==> src/rtl/fsm_control.sv <==
// fsm_control: supervisory state machine for the switch output stage.
// Walks the block through RESET, INIT, IDLE, ACTIVE and ERROR, holds the
// almost-full/almost-empty thresholds captured during INIT, turns FIFO
// occupancy into per-FIFO flow-control flags, and flags when the stage is
// idle so the pop-count reporting logic can release its counts.
module fsm_control #(
    parameter int FIFO_UNITS = 4,
    parameter int DEPTH_BITS = 3
) (
    input  logic                                 clk,
    input  logic                                 reset,
    input  logic                                 init,
    input  logic [DEPTH_BITS:0]                  umbral_bajo_in,
    input  logic [DEPTH_BITS:0]                  umbral_alto_in,
    input  logic [FIFO_UNITS-1:0]                fifo_empty,
    input  logic [FIFO_UNITS-1:0]                fifo_error,
    input  logic [FIFO_UNITS*(DEPTH_BITS+1)-1:0] fifo_count,
    output logic [2:0]                           state,
    output logic [DEPTH_BITS:0]                  umbral_bajo,
    output logic [DEPTH_BITS:0]                  umbral_alto,
    output logic                                 idle,
    output logic                                 error_out,
    output logic [FIFO_UNITS-1:0]                error_vec,
    output logic [FIFO_UNITS-1:0]                almost_full,
    output logic [FIFO_UNITS-1:0]                almost_empty
);

    localparam int CW = DEPTH_BITS + 1;

    typedef enum logic [2:0] {
        ST_RESET  = 3'd0,
        ST_INIT   = 3'd1,
        ST_IDLE   = 3'd2,
        ST_ACTIVE = 3'd3,
        ST_ERROR  = 3'd4
    } state_t;

    state_t                cur_state;
    state_t                next_state;
    logic                  any_error;
    logic                  all_empty;
    logic                  flags_live;
    logic [FIFO_UNITS-1:0] full_next;
    logic [FIFO_UNITS-1:0] empty_next;

    assign any_error  = |fifo_error;
    assign all_empty  = &fifo_empty;
    assign flags_live = (cur_state == ST_IDLE) || (cur_state == ST_ACTIVE);

    assign state     = cur_state;
    assign idle      = (cur_state == ST_IDLE);
    assign error_out = (cur_state == ST_ERROR);

    // State register; reset wins over every transition, including out of ERROR.
    always_ff @(posedge clk) begin
        if (!reset) begin
            cur_state <= ST_RESET;
        end else begin
            cur_state <= next_state;
        end
    end

    // Next-state logic: errors beat init, init beats the empty-driven moves.
    always_comb begin
        next_state = cur_state;
        case (cur_state)
            ST_RESET: begin
                next_state = ST_INIT;
            end
            ST_INIT: begin
                if (any_error) begin
                    next_state = ST_ERROR;
                end else if (init) begin
                    next_state = ST_INIT;
                end else if (all_empty) begin
                    next_state = ST_IDLE;
                end else begin
                    next_state = ST_ACTIVE;
                end
            end
            ST_IDLE: begin
                if (any_error) begin
                    next_state = ST_ERROR;
                end else if (init) begin
                    next_state = ST_INIT;
                end else if (!all_empty) begin
                    next_state = ST_ACTIVE;
                end
            end
            ST_ACTIVE: begin
                if (any_error) begin
                    next_state = ST_ERROR;
                end else if (init) begin
                    next_state = ST_INIT;
                end else if (all_empty) begin
                    next_state = ST_IDLE;
                end
            end
            ST_ERROR: begin
                next_state = ST_ERROR;
            end
            default: begin
                next_state = ST_RESET;
            end
        endcase
    end

    // Thresholds follow the inputs every INIT cycle and are frozen elsewhere.
    always_ff @(posedge clk) begin
        if (!reset) begin
            umbral_bajo <= '0;
            umbral_alto <= '0;
        end else if (cur_state == ST_INIT) begin
            umbral_bajo <= umbral_bajo_in;
            umbral_alto <= umbral_alto_in;
        end
    end

    // Error capture: snapshot on the entry edge, then accumulate while in ERROR.
    always_ff @(posedge clk) begin
        if (!reset) begin
            error_vec <= '0;
        end else if (cur_state == ST_ERROR) begin
            error_vec <= error_vec | fifo_error;
        end else if (next_state == ST_ERROR) begin
            error_vec <= fifo_error;
        end
    end

    // Per-FIFO unsigned threshold compares; degenerate thresholds pass through as-is.
    always_comb begin
        full_next  = '0;
        empty_next = '0;
        for (int i = 0; i < FIFO_UNITS; i++) begin
            full_next[i]  = (fifo_count[i*CW +: CW] >= umbral_alto);
            empty_next[i] = (fifo_count[i*CW +: CW] <= umbral_bajo);
        end
    end

    // Flags are registered while moving traffic and forced low in the other states.
    always_ff @(posedge clk) begin
        if (!reset) begin
            almost_full  <= '0;
            almost_empty <= '0;
        end else if (flags_live) begin
            almost_full  <= full_next;
            almost_empty <= empty_next;
        end else begin
            almost_full  <= '0;
            almost_empty <= '0;
        end
    end

endmodule
==> config.mk <==
export PLATFORM = sky130hd
export DESIGN_NAME = fsm_control
export DESIGN_NICKNAME = d
export VERILOG_FILES = /design/src/rtl/fsm_control.sv
export SDC_FILE = /design/constraint.sdc
export NUM_CORES = 1
export LEC_CHECK = 0
export ABC_AREA = 1
export CAP_MARGIN = 20
export CORE_MARGIN = 1.5
export CORE_UTILIZATION = 39
export CTS_CLUSTER_DIAMETER = 120
export CTS_CLUSTER_SIZE = 28
export DETAILED_ROUTE_END_ITERATION = 12
export PLACE_DENSITY_LB_ADDON = 0.3
export SYNTH_ARGS = -nofsm -noshare
export SYNTH_HDL_FRONTEND = slang
export SYNTH_SLANG_ARGS = --single-unit
==> constraint.sdc <==
create_clock -name clk -period 1 [get_ports clk]
set_input_delay 0.15 -clock clk [delete_from_list [all_inputs] [get_ports clk]]
set_output_delay 0.15 -clock clk [all_outputs]
set_load 0.01 [all_outputs]
==> run summary <==
### Outcome
• result of the run: complete, but fails checks
• violated checks: negative setup slack

### Synth
• Avg Inst Size Synth: 8.058 um2
• number of storage elements in the synthesis netlist: 23
• Yosys cell types: 15
• register area share after synthesis: 0.3105
• number of warnings reported in the yosys synthesis log: 0
• area of the mapped netlist: 1483 um2
• number of standard cells after synthesis: 184
• Mapped Nets: 251

### GRT
• GRT overflow: 0
• global-route total usage across every layer: 0.2395
• pin count of the biggest net entering global routing: 14
• via count of the first global-routing pass: 1,736
• antenna violations before repair: 0
• wire length of the first global-routing pass: 7.631 mm

### STA
• skew final: 0.002741 ns
• Slew headroom: 0.8331
• post-layout worst setup margin: -0.2056 ns
• fin crit period: 1.206 ns
• share of the cycle needed by the critical path after routing: 1.206
• pins over their slew limit: 0
• Hold Vio Cnt, Final: 0
• Max Clock Freq: 829.5 MHz
• measured slew at the worst slew-check pin: 0.2503 ns
• RSZ-0062 raised after global routing: yes
• Finish-stage setup viols: 27

### Cells and area
• Layout Area Growth over Synthesis: 85.49%
• number of nets in the layout: 336
• most common cell after layout, fill and taps aside: sky130_fd_sc_hd__clkdlybuf4s50_1
• commonest cells after routing, fill and taps aside: sky130_fd_sc_hd__clkdlybuf4s50_1 (26), sky130_fd_sc_hd__ha_4 (20), sky130_fd_sc_hd__inv_1 (15)
• Cell Count, Final, Fillers Out: 316
• share of cells above drive strength 1: 0.5037
• number of antenna repair diodes: 0

### Placement
• dpl ws: -0.4544 ns
• Post-Place Cells: 304
• Port Buffer Count: 59
• Final HPWL DP: 3.247 mm
• final estimated routing congestion in global placement: 0.7788

### Clock network
• register clock-pin slew on the reported worst setup and hold paths: 0.09 ns
• Skew-Pair Late Insertion Delay: 0.27 ns
• sinks on the clock net: 23
• cell at the root of the clock tree: sky130_fd_sc_hd__clkbuf_8
• CTS Buf Count: 3
• clock tree from TritonCTS: yes
• H-tree depth: 1
• largest buffer count on any clock path: 2
• number of hold-repair buffers added at the cts stage: 0

### Drt
• total via count in the routed design: 1,623
• DRC errors left: 0
• Initial DRC Count: 63
• length of the first detailed-routing pass in iterations: 4
• drt total wl: 4.789 mm
• average via count per standard cell: 5.136
• average wire length per cell after detail routing: 15.16 um
• post-route antenna net violation count: 0

### Critical path
• Setup crit end kind: flip-flop
• cell depth of the worst flop-to-flop path: 8
• nature of the critical path startpoint: flip-flop
• Worst Path Max Fanout: 5
• Worst Path Required: 1.23 ns
• worst reg2reg path endpoint: almost_full[0]
• critical path type: flip-flop to flip-flop
• RR Startpoint: umbral_alto[1]
• register-to-register setup slack: -0.21 ns
• CP Data Arrival Time: 1.43 ns

### Pwr
• power per cell area: 1182 nW/um2
• total design power: 3.250 mW
• total leakage power: 1.192 nW
• Worst IR Drop VDD: 1.002 mV

### Die
• effective utilization at floorplan: 0.4050
• standard cell core area: 3661 um2
• overall die area: 4181 um2
• height of the die: 64.66 um
• floorplan row count: 22
• number of top-level pins: 60
• horizontal extent of the die: 64.66 um

### Hold path
• endpoint of the worst hold-timing path: error_vec[3]
• Hold Crit Start: fifo_error[3]
• worst hold-check path type: input port to flip-flop
• instance count along the most critical hold path: 3

### Run
• max-cap check violation count: 0

logic make-up (layout without fill, tap and decap cells):
kind of cell	after synthesis	in the layout	synth area share
simple gates	56	57	0.1747
compound gates	43	43	0.1612
fa+ha+maj	32	32	0.2700
buf+inv	30	113	0.08355
flops	23	23	0.3105
power breakdown:
part | switching, mW | leakage, nW | internal (mW) | total (mW)
Combinational | 0.764 | 0.971 | 0.809 | 1.57
Sequential | 0.0733 | 0.195 | 0.998 | 1.07
Clock | 0.326 | 0.0255 | 0.280 | 0.606
Total | 1.16 | 1.19 | 2.09 | 3.25
metrics by stage:
stage / area [um2] / hold WS (ns) / TNS, ns / util
floorplan: 1604 / 0.2531 / -0.5388 / -
global placement: 2361 / 0.4514 / -6.432 / 0.6449
detailed placement: 2361 / 0.4577 / -6.869 / 0.6449
CTS: 2693 / 0.4366 / -1.786 / 0.7355
global route: 2750 / 0.4524 / -3.582 / 0.7512
finish: 2750 / 0.4351 / -2.296 / 0.7512
per-layer routing:
layer	vias to the layer above	track usage	routed length, um
met5	-	0	0
met4	0	0.09840	129
met3	14	0.04514	197
met2	53	0.4232	2410
met1	750	0.2839	2051
li1	806	-	-
worst max-delay path, cell delays in order, from the launching register on:
cell and delay (ns):
sky130_fd_sc_hd__dfxtp_4 0.38, sky130_fd_sc_hd__inv_8 0.05, sky130_fd_sc_hd__ha_4 0.26, sky130_fd_sc_hd__inv_2 0.03, sky130_fd_sc_hd__o21bai_1 0.12, sky130_fd_sc_hd__nand3_1 0.10
sky130_fd_sc_hd__nand3_1 0.08, sky130_fd_sc_hd__nand2_1 0.06, sky130_fd_sc_hd__inv_1 0.06
worst max-delay path by stage:
| stage | startpoint | endpoint | slack [ns] | depth (start not counted) |
|---|---|---|---|---|
| 5_1_grt | umbral_alto[1] | almost_full[0] | -0.26 | 8 |
| 6_report | umbral_alto[1] | almost_full[0] | -0.21 | 8 |
| 3_3_place_gp | fifo_count[15] | almost_empty[3] | -0.44 | 5 |
| 3_5_place_dp | fifo_count[15] | almost_empty[3] | -0.45 | 5 |
| 2_1_floorplan | umbral_alto[1] | almost_full[0] | -0.07 | 8 |
| 4_1_cts | umbral_alto[1] | almost_full[2] | -0.19 | 8 |
registers in the layout, summed over array words and instances, names as in the netlist:
| name | cells |
|---|---|
| state | 3 |
| umbral_alto | 4 |
| almost_empty | 4 |
| almost_full | 4 |
| umbral_bajo | 4 |
| error_vec | 4 |
timing repair:
action / CTS / global route
pin swaps: 21 / 15
cloned: 1 / 0
setup buffers: 5 / 3
resized for setup: 153 / 47
setup endpoints to repair: 46 / 42
cells in the mapped netlist:
| library cell | n | area (um2) |
|---|---|---|
| sky130_fd_sc_hd__dfxtp_1 | 23 | 460.4 |
| sky130_fd_sc_hd__buf_6 | 1 | 11.26 |
| sky130_fd_sc_hd__nor2_2 | 3 | 18.77 |
| sky130_fd_sc_hd__nand2_2 | 2 | 12.51 |
| sky130_fd_sc_hd__nand2_1 | 21 | 78.83 |
| sky130_fd_sc_hd__o21ai_0 | 12 | 60.06 |
| sky130_fd_sc_hd__nand3_1 | 11 | 55.05 |
| sky130_fd_sc_hd__ha_1 | 32 | 400.4 |
| sky130_fd_sc_hd__nand4_1 | 9 | 56.30 |
| sky130_fd_sc_hd__buf_4 | 1 | 7.510 |
| sky130_fd_sc_hd__a21oi_1 | 25 | 125.1 |
| sky130_fd_sc_hd__inv_1 | 28 | 105.1 |
| sky130_fd_sc_hd__a21oi_4 | 1 | 16.27 |
| sky130_fd_sc_hd__o21bai_1 | 5 | 37.54 |
| sky130_fd_sc_hd__nor2_1 | 10 | 37.54 |
cell type report:
cell class	instances	area, um2
clock buffers	3	41.29
clock inverters	1	5.005
fillers	255	910.9
inverters	28	132.6
multi-input cells	132	1308
flip-flops and latches	23	495.5
well taps	48	60.06
repair buffers	81	708.2
Note: power is estimated with default switching activity, not from simulation.
